===== config.mk =====
export PLATFORM = sky130hd
export DESIGN_NAME = sort_top
export DESIGN_NICKNAME = d
export VERILOG_FILES = /design/src/rtl/sort_pkg.sv /design/src/rtl/alu.sv /design/src/rtl/sort_top.sv /design/src/rtl/alu_sort_ctrl.sv
export SDC_FILE = /design/constraint.sdc
export NUM_CORES = 1
export LEC_CHECK = 0
export CAP_MARGIN = 20
export CELL_PAD_IN_SITES_DETAIL_PLACEMENT = 1
export CELL_PAD_IN_SITES_GLOBAL_PLACEMENT = 1
export CORE_UTILIZATION = 38
export CTS_CLUSTER_DIAMETER = 100
export DETAILED_ROUTE_END_ITERATION = 8
export PLACE_DENSITY = 0.79
export SYNTH_ARGS = -nofsm -noshare
export SYNTH_HDL_FRONTEND = slang
export SYNTH_SLANG_ARGS = --single-unit

===== constraint.sdc =====
create_clock -name clk -period 7.3 [get_ports clk]
set_clock_uncertainty 0.2 [all_clocks]
set_input_delay 1.46 -clock clk [delete_from_list [all_inputs] [get_ports clk]]
set_output_delay 1.46 -clock clk [all_outputs]
set_load 0.01 [all_outputs]

===== src/rtl/sort_pkg.sv =====
// rtl/sort_pkg.sv - shared ALU opcodes, sort FSM states and compare-pair table
package sort_pkg;

  localparam logic [2:0] ALU_ADD = 3'b000;
  localparam logic [2:0] ALU_SUB = 3'b001;
  localparam logic [2:0] ALU_AND = 3'b010;
  localparam logic [2:0] ALU_OR  = 3'b011;
  localparam logic [2:0] ALU_XOR = 3'b100;

  typedef enum logic {ST_IDLE, ST_CMP} state_t;

  localparam logic [2:0] LAST_STEP = 3'd5;

  // Lower index of the adjacent pair compared at each step of the 4-entry network
  function automatic logic [1:0] pair_lo(input logic [2:0] step);
    case (step)
      3'd0:    pair_lo = 2'd0;
      3'd1:    pair_lo = 2'd1;
      3'd2:    pair_lo = 2'd2;
      3'd3:    pair_lo = 2'd0;
      3'd4:    pair_lo = 2'd1;
      default: pair_lo = 2'd0;
    endcase
  endfunction

endpackage


===== src/rtl/alu.sv =====
// rtl/alu.sv - combinational ALU with zero, carry/borrow and overflow flags
module alu
  import sort_pkg::*;
#(
  parameter int WIDTH = 32
) (
  input  logic [WIDTH-1:0] a,
  input  logic [WIDTH-1:0] b,
  input  logic [2:0]       m,
  output logic [WIDTH-1:0] y,
  output logic             zf,
  output logic             cf,
  output logic             of
);

  logic [WIDTH:0] ext;

  // For SUB, cf is the borrow: set when a < b unsigned
  always_comb begin
    ext = '0;
    of  = 1'b0;
    case (m)
      ALU_ADD: begin
        ext = {1'b0, a} + {1'b0, b};
        of  = (a[WIDTH-1] == b[WIDTH-1]) && (ext[WIDTH-1] != a[WIDTH-1]);
      end
      ALU_SUB: begin
        ext = {1'b0, a} - {1'b0, b};
        of  = (a[WIDTH-1] != b[WIDTH-1]) && (ext[WIDTH-1] != a[WIDTH-1]);
      end
      ALU_AND: ext = {1'b0, a & b};
      ALU_OR:  ext = {1'b0, a | b};
      ALU_XOR: ext = {1'b0, a ^ b};
      default: ext = '0;
    endcase
  end

  assign y  = ext[WIDTH-1:0];
  assign cf = ext[WIDTH];
  assign zf = (ext[WIDTH-1:0] == '0);

endmodule


===== src/rtl/sort_top.sv =====
// rtl/sort_top.sv - sorting controller paired with its ALU
module sort_top
  import sort_pkg::*;
#(
  parameter int WIDTH  = 32,
  parameter int SIGNED = 0
) (
  input  logic             clk,
  input  logic             rst_n,
  input  logic             start,
  input  logic [WIDTH-1:0] x0,
  input  logic [WIDTH-1:0] x1,
  input  logic [WIDTH-1:0] x2,
  input  logic [WIDTH-1:0] x3,
  output logic [WIDTH-1:0] s0,
  output logic [WIDTH-1:0] s1,
  output logic [WIDTH-1:0] s2,
  output logic [WIDTH-1:0] s3,
  output logic             busy,
  output logic             done,
  output logic [2:0]       swap_cnt
);

  logic [WIDTH-1:0] alu_a;
  logic [WIDTH-1:0] alu_b;
  logic [WIDTH-1:0] alu_y;
  logic [2:0]       alu_m;
  logic             alu_zf;
  logic             alu_cf;
  logic             alu_of;

  alu #(.WIDTH(WIDTH)) u_alu (
    .a(alu_a), .b(alu_b), .m(alu_m), .y(alu_y), .zf(alu_zf), .cf(alu_cf), .of(alu_of)
  );

  alu_sort_ctrl #(.WIDTH(WIDTH), .SIGNED(SIGNED)) u_ctrl (
    .clk(clk), .rst_n(rst_n), .start(start),
    .x0(x0), .x1(x1), .x2(x2), .x3(x3),
    .s0(s0), .s1(s1), .s2(s2), .s3(s3),
    .busy(busy), .done(done), .swap_cnt(swap_cnt),
    .alu_a(alu_a), .alu_b(alu_b), .alu_m(alu_m), .alu_y(alu_y),
    .alu_zf(alu_zf), .alu_cf(alu_cf), .alu_of(alu_of)
  );

endmodule


===== src/rtl/alu_sort_ctrl.sv =====
// rtl/alu_sort_ctrl.sv - 4-entry compare-and-swap sorter driving an external ALU
module alu_sort_ctrl
  import sort_pkg::*;
#(
  parameter int WIDTH  = 32,
  parameter int SIGNED = 0
) (
  input  logic             clk,
  input  logic             rst_n,
  input  logic             start,
  input  logic [WIDTH-1:0] x0,
  input  logic [WIDTH-1:0] x1,
  input  logic [WIDTH-1:0] x2,
  input  logic [WIDTH-1:0] x3,
  output logic [WIDTH-1:0] s0,
  output logic [WIDTH-1:0] s1,
  output logic [WIDTH-1:0] s2,
  output logic [WIDTH-1:0] s3,
  output logic             busy,
  output logic             done,
  output logic [2:0]       swap_cnt,
  output logic [WIDTH-1:0] alu_a,
  output logic [WIDTH-1:0] alu_b,
  output logic [2:0]       alu_m,
  input  logic [WIDTH-1:0] alu_y,
  input  logic             alu_zf,
  input  logic             alu_cf,
  input  logic             alu_of
);

  // Flipping the MSB maps two's-complement order onto unsigned order
  localparam logic [WIDTH-1:0] BIAS = (SIGNED != 0) ? {1'b1, {(WIDTH-1){1'b0}}} : '0;

  state_t           state;
  logic [2:0]       step;
  logic [2:0]       cnt;
  logic [WIDTH-1:0] r  [4];
  logic [WIDTH-1:0] nr [4];
  logic [1:0]       lo;
  logic [1:0]       hi;
  logic             swap;
  logic [2:0]       cnt_next;
  logic             unused_dbg;

  assign unused_dbg = ^{alu_y, alu_of};

  always_comb begin
    lo    = pair_lo(step);
    hi    = lo + 2'd1;
    alu_a = '0;
    alu_b = '0;
    alu_m = ALU_ADD;
    if (state == ST_CMP) begin
      alu_a = r[lo] ^ BIAS;
      alu_b = r[hi] ^ BIAS;
      alu_m = ALU_SUB;
    end
  end

  // No borrow and non-zero difference means a > b; equal pairs stay put
  assign swap     = (state == ST_CMP) && !alu_cf && !alu_zf;
  assign cnt_next = cnt + {2'b00, swap};

  always_comb begin
    for (int i = 0; i < 4; i++) nr[i] = r[i];
    if (swap) begin
      nr[lo] = r[hi];
      nr[hi] = r[lo];
    end
  end

  always_ff @(posedge clk or negedge rst_n) begin
    if (!rst_n) begin
      state    <= ST_IDLE;
      step     <= '0;
      cnt      <= '0;
      for (int i = 0; i < 4; i++) r[i] <= '0;
      s0       <= '0;
      s1       <= '0;
      s2       <= '0;
      s3       <= '0;
      swap_cnt <= '0;
      busy     <= 1'b0;
      done     <= 1'b0;
    end else begin
      done <= 1'b0;
      case (state)
        ST_IDLE: begin
          if (start) begin
            r[0]  <= x0;
            r[1]  <= x1;
            r[2]  <= x2;
            r[3]  <= x3;
            step  <= '0;
            cnt   <= '0;
            busy  <= 1'b1;
            state <= ST_CMP;
          end
        end
        ST_CMP: begin
          for (int i = 0; i < 4; i++) r[i] <= nr[i];
          cnt  <= cnt_next;
          step <= step + 3'd1;
          if (step == LAST_STEP) begin
            s0       <= nr[0];
            s1       <= nr[1];
            s2       <= nr[2];
            s3       <= nr[3];
            swap_cnt <= cnt_next;
            done     <= 1'b1;
            busy     <= 1'b0;
            state    <= ST_IDLE;
          end
        end
        default: state <= ST_IDLE;
      endcase
    end
  end

endmodule

**Word-level counts from Yosys, hierarchy flattened**

Index checks and enable logic that the tools add are counted.

- Bitwise logic cells: 6
- Multiplexer cells: 31
- Add/subtract/negate cells: 5
- Reduce and logical (&&, ||, !) cells: 11
- Equal/unequal tests: 10
- Order comparisons: 4

Operators by type and width:

| operator | number |
|---|---|
| $bwmux W128 | 2 |
| $mux W128 | 2 |
| $mux W32 | 8 |
| $pmux W128 S2 | 1 |
| $pmux W33 S5 | 1 |
| $bmux W32 S2 | 2 |
| $demux W32 S2 | 2 |
| $add A32 B32 Y33 | 1 |
| $sub A32 B32 Y33 | 1 |
| $and A32 B32 Y32 | 1 |
| $logic_not A32 Y1 | 1 |
| $or A32 B32 Y32 | 1 |
| $xor A32 B32 Y32 | 1 |
| $pmux W3 S2 | 2 |
| $eq A3 B2 Y1 const B | 3 |
| $eq A3 B3 Y1 const B | 3 |
| $mux W1 | 7 |
| $eq A3 B1 Y1 const B | 2 |
| $ge A3 B3 Y1 const B | 2 |
| $lt A3 B1 Y1 const B | 2 |
| $not A2 Y3 | 2 |
| $logic_and A1 B1 Y1 | 4 |
| $ne A2 B2 Y1 const B | 2 |
| $pmux W1 S2 | 2 |
| other kinds (10) | 12 |

- Word-level logic and storage cells: 81
- Flip-flop bits (word level): 268
- Output and inout bits: 133

**Depth between registers and ports, before layout**

Gate-level depths: netlist of the first run.

- Depth in word-level cells: 16
- Gate-level depth with buffers: 34
- Mapped depth without buffers: 27

**By module**

From an unflattened synthesis of the first run, not the netlist that was laid out.

- Cells, all modules: 2916
- Area, all modules: 24262.0 µm²

By module, submodules not included:

| module | times used | seq. area each (µm²) | area an instance (µm²) | cells each |
|---|---|---|---|---|
| alu_sort_ctrl | 1 | 6706.4 | 18661.6 | 2060 |
| alu | 1 | 0.0 | 5600.4 | 856 |

**Worst setup path before layout of the first run**

OpenSTA, ideal clock, no wires.

- Kind: register to register
- Start point: register u_ctrl.step[0]
- End point: register u_ctrl.cnt[2]
- Arrival: 7835 ps
- Slack: -855 ps
- Cell stages (with the launch flop): 33
- Cells stage by stage: dfrtp_1 > inv_1 > ha_1 > mux2i_1 > clkbuf_1 > clkbuf_1 > clkbuf_1 > inv_1 > ha_1 > clkbuf_1 > clkbuf_1 > mux4_2 > and2_1 > ha_1 > inv_1 > fa_1 > xor2_1 > or4_1 > or4_1 > a311o_1 > nor4_1 > and4b_1 > and4_1 > and4_1 > buf_4 > buf_6 > buf_4 > nor2_1 > ha_1 > ha_1 > xnor2_1 > nor2_1 > a31o_2

- Word-level cells in the longest chain between the ends: 16
- Elaborated cells on any way between the ends: 29
- Classes of those cells: add/sub: 4; eq/ne: 3; mux: 11; bitwise: 5; reduce/logical: 6

Ends and longest elaborated chain:

| item | RTL line | source |
|---|---|---|
| from (decl) | alu_sort_ctrl.sv:35 | `logic [2:0] step;` |
| from (signal assigned) | alu_sort_ctrl.sv:103 | `step <= step + 3'd1;` |
| $eq A3 B1 Y1 / $eq A3 B3 Y1 (equally long branches) | sort_pkg.sv:16 | `case (step)` |
| $reduce_or A2 Y1 (no line) | - |  |
| $pmux W2 S2 * | sort_pkg.sv:16 |  |
| $add A2 B1 Y2 | alu_sort_ctrl.sv:49 | `hi = lo + 2'd1;` |
| $not A2 Y3 (not written as such) | alu_sort_ctrl.sv:55 | `alu_b = r[hi] ^ BIAS;` |
| $bmux W32 S2 | alu_sort_ctrl.sv:55 |  |
| $mux W32 (not written as such) (2 in series) | alu_sort_ctrl.sv:55 |  |
| $mux W32 | alu_sort_ctrl.sv:53 | `if (state == ST_CMP) begin` |
| $sub A32 B32 Y33 (tied with other cells) | alu.sv:28 | `ext = {1'b0, a} - {1'b0, b};` |
| $pmux W33 S5 * | alu.sv:22 | `case (m)` |
| $logic_not A32 Y1 / $logic_not A1 Y1 (equally long branches) | alu.sv:40, alu_sort_ctrl.sv:61 |  |
| $logic_not A1 Y1 / $logic_and A1 B1 Y1 (equally long branches) | alu_sort_ctrl.sv:61 | `assign swap = (state == ST_CMP) && !alu_cf && !alu_zf;` |
| $logic_and A1 B1 Y1 * | alu_sort_ctrl.sv:61 |  |
| $add A3 B1 Y3 * | alu_sort_ctrl.sv:62 | `assign cnt_next = cnt + {2'b00, swap};` |
| $pmux W3 S2 * | alu_sort_ctrl.sv:87 | `case (state)` |
| to (signal assigned) | alu_sort_ctrl.sv:102 | `cnt <= cnt_next;` |
| to (decl) | alu_sort_ctrl.sv:36 | `logic [2:0] cnt;` |

Every way passes the cells marked *; elsewhere a longest branch is shown, timed or not. The select of a mux whose other input is x is not followed.
A chain may end at the register's enable or synchronous reset.

**Final worst setup path of the first run**

- Start point: register u_ctrl.step[0]
- End point: register u_ctrl.s3[6]

- Word-level cells in the longest chain between the ends: 15
- Elaborated cells on any way between the ends: 42
- Classes of those cells: add/sub: 3; order compare: 4; eq/ne: 4; mux: 17; bitwise: 5; reduce/logical: 9

Ends and longest elaborated chain:

| item | RTL line | source |
|---|---|---|
| $eq A3 B1 Y1 / $eq A3 B3 Y1 (equally long branches) | sort_pkg.sv:16 |  |
| $reduce_or A2 Y1 (no line) | - |  |
| $pmux W2 S2 | sort_pkg.sv:16 |  |
| $add A2 B1 Y2 | alu_sort_ctrl.sv:49 |  |
| $not A2 Y3 (not written as such) | alu_sort_ctrl.sv:55, alu_sort_ctrl.sv:67, alu_sort_ctrl.sv:68 |  |
| $bmux W32 S2 | alu_sort_ctrl.sv:55, alu_sort_ctrl.sv:67 |  |
| $mux W32 (not written as such) (2 in series) | alu_sort_ctrl.sv:55, alu_sort_ctrl.sv:67 |  |
| $mux W32 | alu_sort_ctrl.sv:53 |  |
| $sub A32 B32 Y33 (tied with other cells) | alu.sv:28 |  |
| $pmux W33 S5 | alu.sv:22 |  |
| $logic_not A32 Y1 / $logic_not A1 Y1 (equally long branches) | alu.sv:40, alu_sort_ctrl.sv:61 |  |
| $logic_not A1 Y1 / $logic_and A1 B1 Y1 (equally long branches) | alu_sort_ctrl.sv:61 |  |
| $logic_and A1 B1 Y1 | alu_sort_ctrl.sv:61 |  |
| $mux W128 | alu_sort_ctrl.sv:66 | `if (swap) begin` |
| to (signal assigned) | alu_sort_ctrl.sv:108 | `s3 <= nr[3];` |
| to (decl) | alu_sort_ctrl.sv:18 | `output logic [WIDTH-1:0] s3,` |

Parallel ways exist; a longest one is shown, timed or not. The select of a mux whose other input is x is not followed.

==> metrics.md, run 1 <==
| Metric | Value |
|---|---|
| Status | complete, no violations |
| Average size of a mapped cell | 8.03 µm² |
| Vias per Instance | 6.66 |
| Nets | 2681 |
| Hold/Removal Path Class | flop to flop |
| Max-cap violation count | 0 |
| Grt ovf | 0 |
| Setup-failing EPs final | 0 |
| Clk slew on worst S/H paths | 0.06 ns |
| Relative slew margins | 21.3% |
| FP Rows | 81 |
| Number of global-route vias before repair | 22043 |
| All-Layer GR Usage | 34.3% |
| Worst Setup Start Kind | flop |
| Worst EP arrival | 7.06 ns |
| Register area share after synthesis | 35.6% |
| Post-Syn Nets | 2527 |
| Die ar. | 50500 µm² |
| Top cell type's share of synthesized area | 35.6% |
| Syn Inst Count | 2349 |
| # DRC | 0 |
| # fillers | 5743 |
| Post-Syn Area | 18900 µm² |
| Post-synth ARST share | 100% |
| Die Ht | 225 µm |
| Yosys reg bits | 268 |
| CP Max Fanout | 96 |
| Main synth FF type | dfrtp_1 |
| Final RePlAce weighted congestion | 0.990 |
| Cell variety after synth | 74 |
| CTS Buf Count | 34 |
| Post-Route WL | 87.7 mm |
| Clock Path Buffers | 3 |
| TritonCTS clock tree | yes |
| CORE AREA | 49000 µm² |
| RSZ-0062 raised after global routing | false |
| Root Buffer | clkbuf_16 |
| Commonest non-fill, non-tap cells in the layout | nand2_1, dfrtp_1, clkdlybuf4s50_1, o22ai_1, nor2_1 |
| Share of cells above drive strength 1 | 7.84% |
| Initial DRC Count | 2369 |
| Area growth syn-to-layout | 24.0% |
| DP HPWL | 57.1 mm |
| Number of synthesized flops with an enable pin | 0 |
| Clock tree sinks | 268 |
| Die width | 225 µm |
| Req. time, crit path | 7.54 ns |
| Commonest non-fill, non-tap cell in the layout | nand2_1 |
| Drt pass-1 iters | 5 |
| Worst-Margin Slew | 1.18 ns |
| Clk Latency, worst-skew pair | 0.56 ns |
| Tcrit/Tclk final | 93.5% |
| Antenna Violating Nets Remaining | 0 |
| Max Freq | 147 MHz |
| WL/cell | 27.5 µm |
| Yosys top cell by area | dfrtp_1 |
| Synth Warn # | 0 |
| Sum Neg Setup Slack | 0 ns |
| Crit path kind | flop to flop |
| Top post-synthesis cells by area | dfrtp_1, o22ai_1, nand2_1, a221oi_1, a31oi_1 |
| Initial antenna violation count | 0 |
| I/O pins | 264 |
| DR vias | 21237 |
| First-pass GRT wire length | 134 mm |
| Final hold viol count | 0 |
| Minimum clock period | 6.82 ns |
| Largest net degree at the start of global routing | 144 |
| Slew Limit Fails | 0 |
| H-tree depth | 2 |
| Hold_buf cts | 0 |
| Critical Path End Type | flop |
| PortBufs | 263 |
| Initial core utilization | 38.5% |
## state kept, by name, indices dropped and copies added, names as in the netlist
signal and flops:
u_ctrl.swap_cnt 3, u_ctrl.s1 32, u_ctrl.s3 32, u_ctrl.r 128, u_ctrl.s0 32, u_ctrl.step 3, u_ctrl.state 1, u_ctrl.cnt 3
u_ctrl.done 1, u_ctrl.busy 1, u_ctrl.s2 32
## worst paths after layout
| path | cells past startpoint | start | slack (ns) | end |
|---|---|---|---|---|
| worst max register to register | 25 | u_ctrl.step[0] | 0.48 | u_ctrl.s3[6] |
| worst max-delay path | 25 | u_ctrl.step[0] | 0.48 | u_ctrl.s3[6] |
| max in group asynchronous | 2 | rst_n | 4.85 | u_ctrl.state |
| worst min-delay path | 2 | u_ctrl.busy | 0.28 | u_ctrl.busy |
| min in group asynchronous | 1 | rst_n | 0.63 | u_ctrl.s0[9] |
| worst min register to register | 2 | u_ctrl.busy | 0.28 | u_ctrl.busy |
## cell families (layout without fill, tap and decap cells)
kind of cell | count (synthesis) | in the layout | synth area share, %
compound gates | 849 | 849 | 30.6
xor+xnor | 10 | 10 | 0.464
fa+ha+maj | 47 | 47 | 3.16
buf+inv | 377 | 553 | 8.04
flops | 268 | 268 | 35.6
mux | 34 | 34 | 3.93
other cells | 0 | 1 | 0
simple gates | 764 | 764 | 18.2
## per-layer routing
metal | GRT usage (%) | share of wire (%) | up-vias
li1 | - | - | 9078
met1 | 46.4 | 42 | 10813
met2 | 53.8 | 46 | 1107
met3 | 6.66 | 8.4 | 239
met4 | 14.0 | 3.9 | 0
met5 | 0 | 0 | -
## what timing repair did
item / in CTS / in global routing
resized for setup: 0 / 3
buffers inserted: 0 / 0
endpoints found under the setup margin: 0 / 104
## worst max-delay path, cell delays in order (launching register included)
cell and delay (ns):
dfrtp_1 0.43, inv_1 0.10, ha_1 0.15, nand2b_1 0.18, ha_1 0.31, nor2_4 0.14, buf_12 0.37, nand2_1 0.09
o21ai_0 0.09, nor2_1 0.06, a31oi_1 0.38, and2_1 0.25, ha_1 0.24, nor2b_1 0.14, o31ai_1 0.67, a211o_1 0.28
nand2_1 0.12, xor2_1 0.20, a2111oi_0 0.50, buf_4 0.20, nand4_1 0.13, a2111oi_4 0.37, buf_4 0.20, a211oi_4 0.09
buf_12 0.28, a221oi_1 0.38
## cell usage after synthesis, types with 5 or more instances
cell	n
and4_1	6
and3_1	8
nor3_1	9
buf_4	12
nor2_1	195
xnor2_1	5
a31oi_1	141
clkbuf_1	165
buf_1	15
buf_2	33
nand2_1	315
o211ai_1	7
inv_1	147
nor3b_1	31
a221oi_1	129
o211a_1	27
ha_1	46
o21a_1	9
o22ai_1	234
dfrtp_1	268
or4_1	6
mux4_2	32
nand4_1	9
a211o_1	8
xor2_1	5
and2_1	38
a311oi_2	5
a21oi_1	42
o311ai_0	5
a21o_1	9
a211oi_1	8
a311oi_1	19
nand3_1	117
o21ai_0	165
## per-stage QoR
stage / worst slack (ns) / utilization [%] / area (µm²) / hold slack [ns] / std cells
6_report: 0.477 / 47.8 / 23400 / 0.281 / 3190
5_1_grt: 0.0312 / 47.8 / 23400 / 0.304 / 3189
4_1_cts: 0.439 / 47.7 / 23400 / 0.293 / 3189
3_5_place_dp: 0.548 / 45.6 / 22300 / 0.281 / 3131
3_3_place_gp: 0.782 / 45.5 / 22300 / 0.276 / 3130
2_1_floorplan: 0.00998 / - / 18900 / 0.270 / 2349
## layout make-up
class | count | area [µm²] | area share [%]
Multi-Input combinational cell | 1704 | 10700 | 45.7
Sequential cell | 268 | 6710 | 28.7
Timing Repair Buffer | 345 | 3520 | 15.1
Clock buffer | 51 | 1020 | 4.35
Tap cell | 664 | 831 | 3.55
Inverter | 150 | 566 | 2.42
Clock inverter | 7 | 41.3 | 0.177
Antenna cell | 1 | 2.50 | 0.0107
Power of run 1 is left out: the tool's default activity adds up to more than one toggle a clock period on the data nets, which glitch-free logic cannot reach.
==> inputs of run 2 (changes only) <==
--- a/config.mk
+++ b/config.mk
@@ -5,10 +5,11 @@
 export SDC_FILE = /design/constraint.sdc
 export NUM_CORES = 1
 export LEC_CHECK = 0
+export ABC_AREA = 1
 export CAP_MARGIN = 20
 export CELL_PAD_IN_SITES_DETAIL_PLACEMENT = 1
 export CELL_PAD_IN_SITES_GLOBAL_PLACEMENT = 1
-export CORE_UTILIZATION = 38
+export CORE_UTILIZATION = 36
 export CTS_CLUSTER_DIAMETER = 100
 export DETAILED_ROUTE_END_ITERATION = 8
 export PLACE_DENSITY = 0.79
==> run 2 against run 1 <==
Die area increased by 17%. Routed wire length increased by 30%. Register-to-register slack improved by 0.48 ns. Hold slack got worse by 0.0036 ns. Global-route usage increased by 3.3 points. Design area increased by 8.3%. Critical path depth increased by 6. Critical endpoint is now u_ctrl.r[127].
==> metrics.md, run 2 <==
| Metric | Value |
|---|---|
| Post-synth ARST share | 100% (unchanged) |
| Minimum clock period | 6.34 ns (was 6.82 ns) |
| Clk slew on worst S/H paths | 0.06 ns (about the same) |
| Worst Setup Start Kind | flop (unchanged) |
| Commonest non-fill, non-tap cells in the layout | nand2_1, nand3_1, inv_1, o21ai_0, dfrtp_1 (was nand2_1, dfrtp_1, clkdlybuf4s50_1, o22ai_1, nor2_1) |
| Register area share after synthesis | 32.0% (was 35.6%) |
| Post-Route WL | 114 mm (was 87.7 mm) |
| Critical Path End Type | flop (unchanged) |
| Worst-Margin Slew | 1.07 ns (was 1.18 ns) |
| Reg area | 6710 µm² (unchanged) |
| WL/cell | 26.3 µm (was 27.5 µm) |
| Relative slew margins | 28.9% (was 21.3%) |
| Die Ht | 243 µm (was 225 µm) |
| Slew Limit Fails | 0 (unchanged) |
| Mux cell area share after synthesis | 0% (was 3.93%) |
| Clock Path Buffers | 3 (unchanged) |
| Top cell type's share of synthesized area | 32.0% (was 35.6%) |
| Post-CTS Resized | 0 (unchanged) |
| Commonest non-fill, non-tap cell in the layout | nand2_1 (unchanged) |
| Max reg flops | 128 (unchanged) |
| Worst EP arrival | 6.59 ns (was 7.06 ns) |
| Yosys reg bits | 268 (unchanged) |
| Root Buffer | clkbuf_16 (unchanged) |
| Number of synthesized flops with an enable pin | 0 (unchanged) |
| TritonCTS clock tree | yes (unchanged) |
| Hold_buf cts | 0 (unchanged) |
| Drt pass-1 iters | 6 (was 5) |
| Largest net degree at the start of global routing | 164 (was 144) |
| Max Freq | 158 MHz (was 147 MHz) |
| Final RePlAce weighted congestion | 1.06 (was 0.990) |
| Crit-path max cell delay | 0.52 ns (was 0.67 ns) |
| Max-cap violation count | 0 (unchanged) |
| Nets | 3702 (was 2681) |
| Final hold viol count | 0 (unchanged) |
| Antenna Violating Nets Remaining | 0 (unchanged) |
| CTS Buf Count | 36 (was 34) |
| Post-Syn Area | 21000 µm² (was 18900 µm²) |
| I/O pins | 264 (unchanged) |
| # Post-CTS Setup Buffers | 0 (unchanged) |
| PortBufs | 263 (unchanged) |
| Clk Latency, worst-skew pair | 0.57 ns (was 0.56 ns) |
| Main synth FF type | dfrtp_1 (unchanged) |
| Xor and xnor fraction of the mapped netlist area | 0.459% (was 0.464%) |
| RSZ-0062 raised after global routing | false (unchanged) |
| Post-synthesis simple-gate area fraction | 34.1% (was 18.2%) |
| Area growth syn-to-layout | 20.8% (was 24.0%) |
| Post-Synth Adder-Cell Area | 2.84% (was 3.16%) |
| CORE AREA | 57600 µm² (was 49000 µm²) |
| Sum Neg Setup Slack | 0 ns (unchanged) |
| Most numerous cell on the critical path | nand2_1 (was ha_1) |
| Initial DRC Count | 2634 (was 2369) |
| CP Max Fanout | 70 (was 96) |
| FP Rows | 88 (was 81) |
| Die ar. | 59200 µm² (was 50500 µm²) |
| Hold/Removal Path Class | flop to flop (unchanged) |
| Commonest cells in the netlist | nand2_1, nand3_1, inv_1 (was nand2_1, dfrtp_1, o22ai_1) |
| H-tree depth | 2 (unchanged) |
| Top post-synthesis cells by area | dfrtp_1, nand2_1, nand3_1, o21ai_0, inv_1 (was dfrtp_1, o22ai_1, nand2_1, a221oi_1, a31oi_1) |
| Grt ovf | 0 (unchanged) |
| # DRC | 0 (unchanged) |
| Worst path slowest cell | inv_1 (was o31ai_1) |
| Synth Warn # | 0 (unchanged) |
| # fillers | 7630 (was 5743) |
| Average size of a mapped cell | 6.17 µm² (was 8.03 µm²) |
| Crit path kind | flop to flop (unchanged) |
| Status | complete, no violations (unchanged) |
| Die width | 243 µm (was 225 µm) |
| Tcrit/Tclk final | 86.8% (was 93.5%) |
| Synth Area in Compound Gates | 17.5% (was 30.6%) |
| Clock tree sinks | 268 (unchanged) |
| Yosys top cell by area | dfrtp_1 (unchanged) |
| Post-Syn Nets | 3577 (was 2527) |
| DP Worst Slack | 1.11 ns (was 0.548 ns) |
| Most flop-heavy register | u_ctrl.r (unchanged) |
| DP HPWL | 82.8 mm (was 57.1 mm) |
| Req. time, crit path | 7.55 ns (was 7.54 ns) |
| DR vias | 24907 (was 21237) |
| First-pass GRT wire length | 165 mm (was 134 mm) |
| Most common cell in the netlist | nand2_1 (unchanged) |
| Multi-input gate area | 11600 µm² (was 10700 µm²) |
| Vias per Instance | 5.75 (was 6.66) |
| Syn Inst Count | 3399 (was 2349) |
| Cell variety after synth | 35 (was 74) |
| Largest family of logic cells by synthesized area | simple AND/OR/NAND/NOR gates (was compound AO/OA/AOI/OAI gates) |
| Setup-failing EPs final | 0 (unchanged) |
| Final WS setup | 0.961 ns (was 0.477 ns) |
| Initial core utilization | 36.4% (was 38.5%) |
| Number of global-route vias before repair | 24351 (was 22043) |
| Share of cells above drive strength 1 | 3.89% (was 7.84%) |
| Initial antenna violation count | 12 (was 0) |
| All-Layer GR Usage | 37.6% (was 34.3%) |
==> run 2: final timing paths <==
path	start	endpoint	slack, ns	cells after the start
max in group asynchronous	rst_n	u_ctrl.r[96]	4.67	2
min reg2reg	u_ctrl.s1[7]	u_ctrl.s1[7]	0.28	2
min	u_ctrl.s1[7]	u_ctrl.s1[7]	0.28	2
max reg2reg	u_ctrl.step[1]	u_ctrl.r[127]	0.96	31
max	u_ctrl.step[1]	u_ctrl.r[127]	0.96	31
min in group asynchronous	rst_n	u_ctrl.done	0.76	1
==> run 2: layer usage <==
| layer | GRT usage (%) | vias up | part of all wire [%] |
|---|---|---|---|
| met5 | 0 | - | 0.039 |
| met1 | 49.9 | 12322 | 42 |
| li1 | - | 11249 | - |
| met3 | 8.46 | 260 | 8.6 |
| met4 | 18.3 | 6 | 5.2 |
| met2 | 57.5 | 1070 | 44 |
==> run 2: cell families after synthesis <==
logic type	count (synthesis)
xor gates and xnor gates	11
adders and majority gates	47
buffers and inverters	697
DFF	268
AOI/OAI and AO/OA	675
and+or+nand+nor	1701
==> run 2: worst max-delay path: cells and delay by family (launching register included) <==
family	cells	cell delay [ns]
AND/OR/NAND/NOR	19	2.64
buffers and inverters	7	1.66
adder cells (fa/ha/maj)	3	0.91
flip-flops	1	0.40
AO/OA/AOI/OAI	2	0.29
==> run 2: cell type report <==
type	instances	share of cell area, %
flip-flops and latches	268	26.5
well taps	765	3.78
repair buffers	312	12.3
multi-input cells	2434	45.6
clock buffers	53	4.25
inverters	472	7.02
diodes	15	0.148
clock inverters	11	0.420
==> run 2: through the flow <==
| stage | util (%) | cell area, µm² | instances | hold WS, ns |
|---|---|---|---|---|
| 2_1_floorplan | - | 21000 | 3399 | 0.259 |
| 3_3_place_gp | 41.9 | 24100 | 4251 | 0.264 |
| 3_5_place_dp | 41.9 | 24100 | 4251 | 0.267 |
| 4_1_cts | 43.9 | 25300 | 4315 | 0.284 |
| 5_1_grt | 43.9 | 25300 | 4318 | 0.296 |
| 6_report | 44.0 | 25300 | 4330 | 0.277 |
Power of run 2 is left out for the same reason.
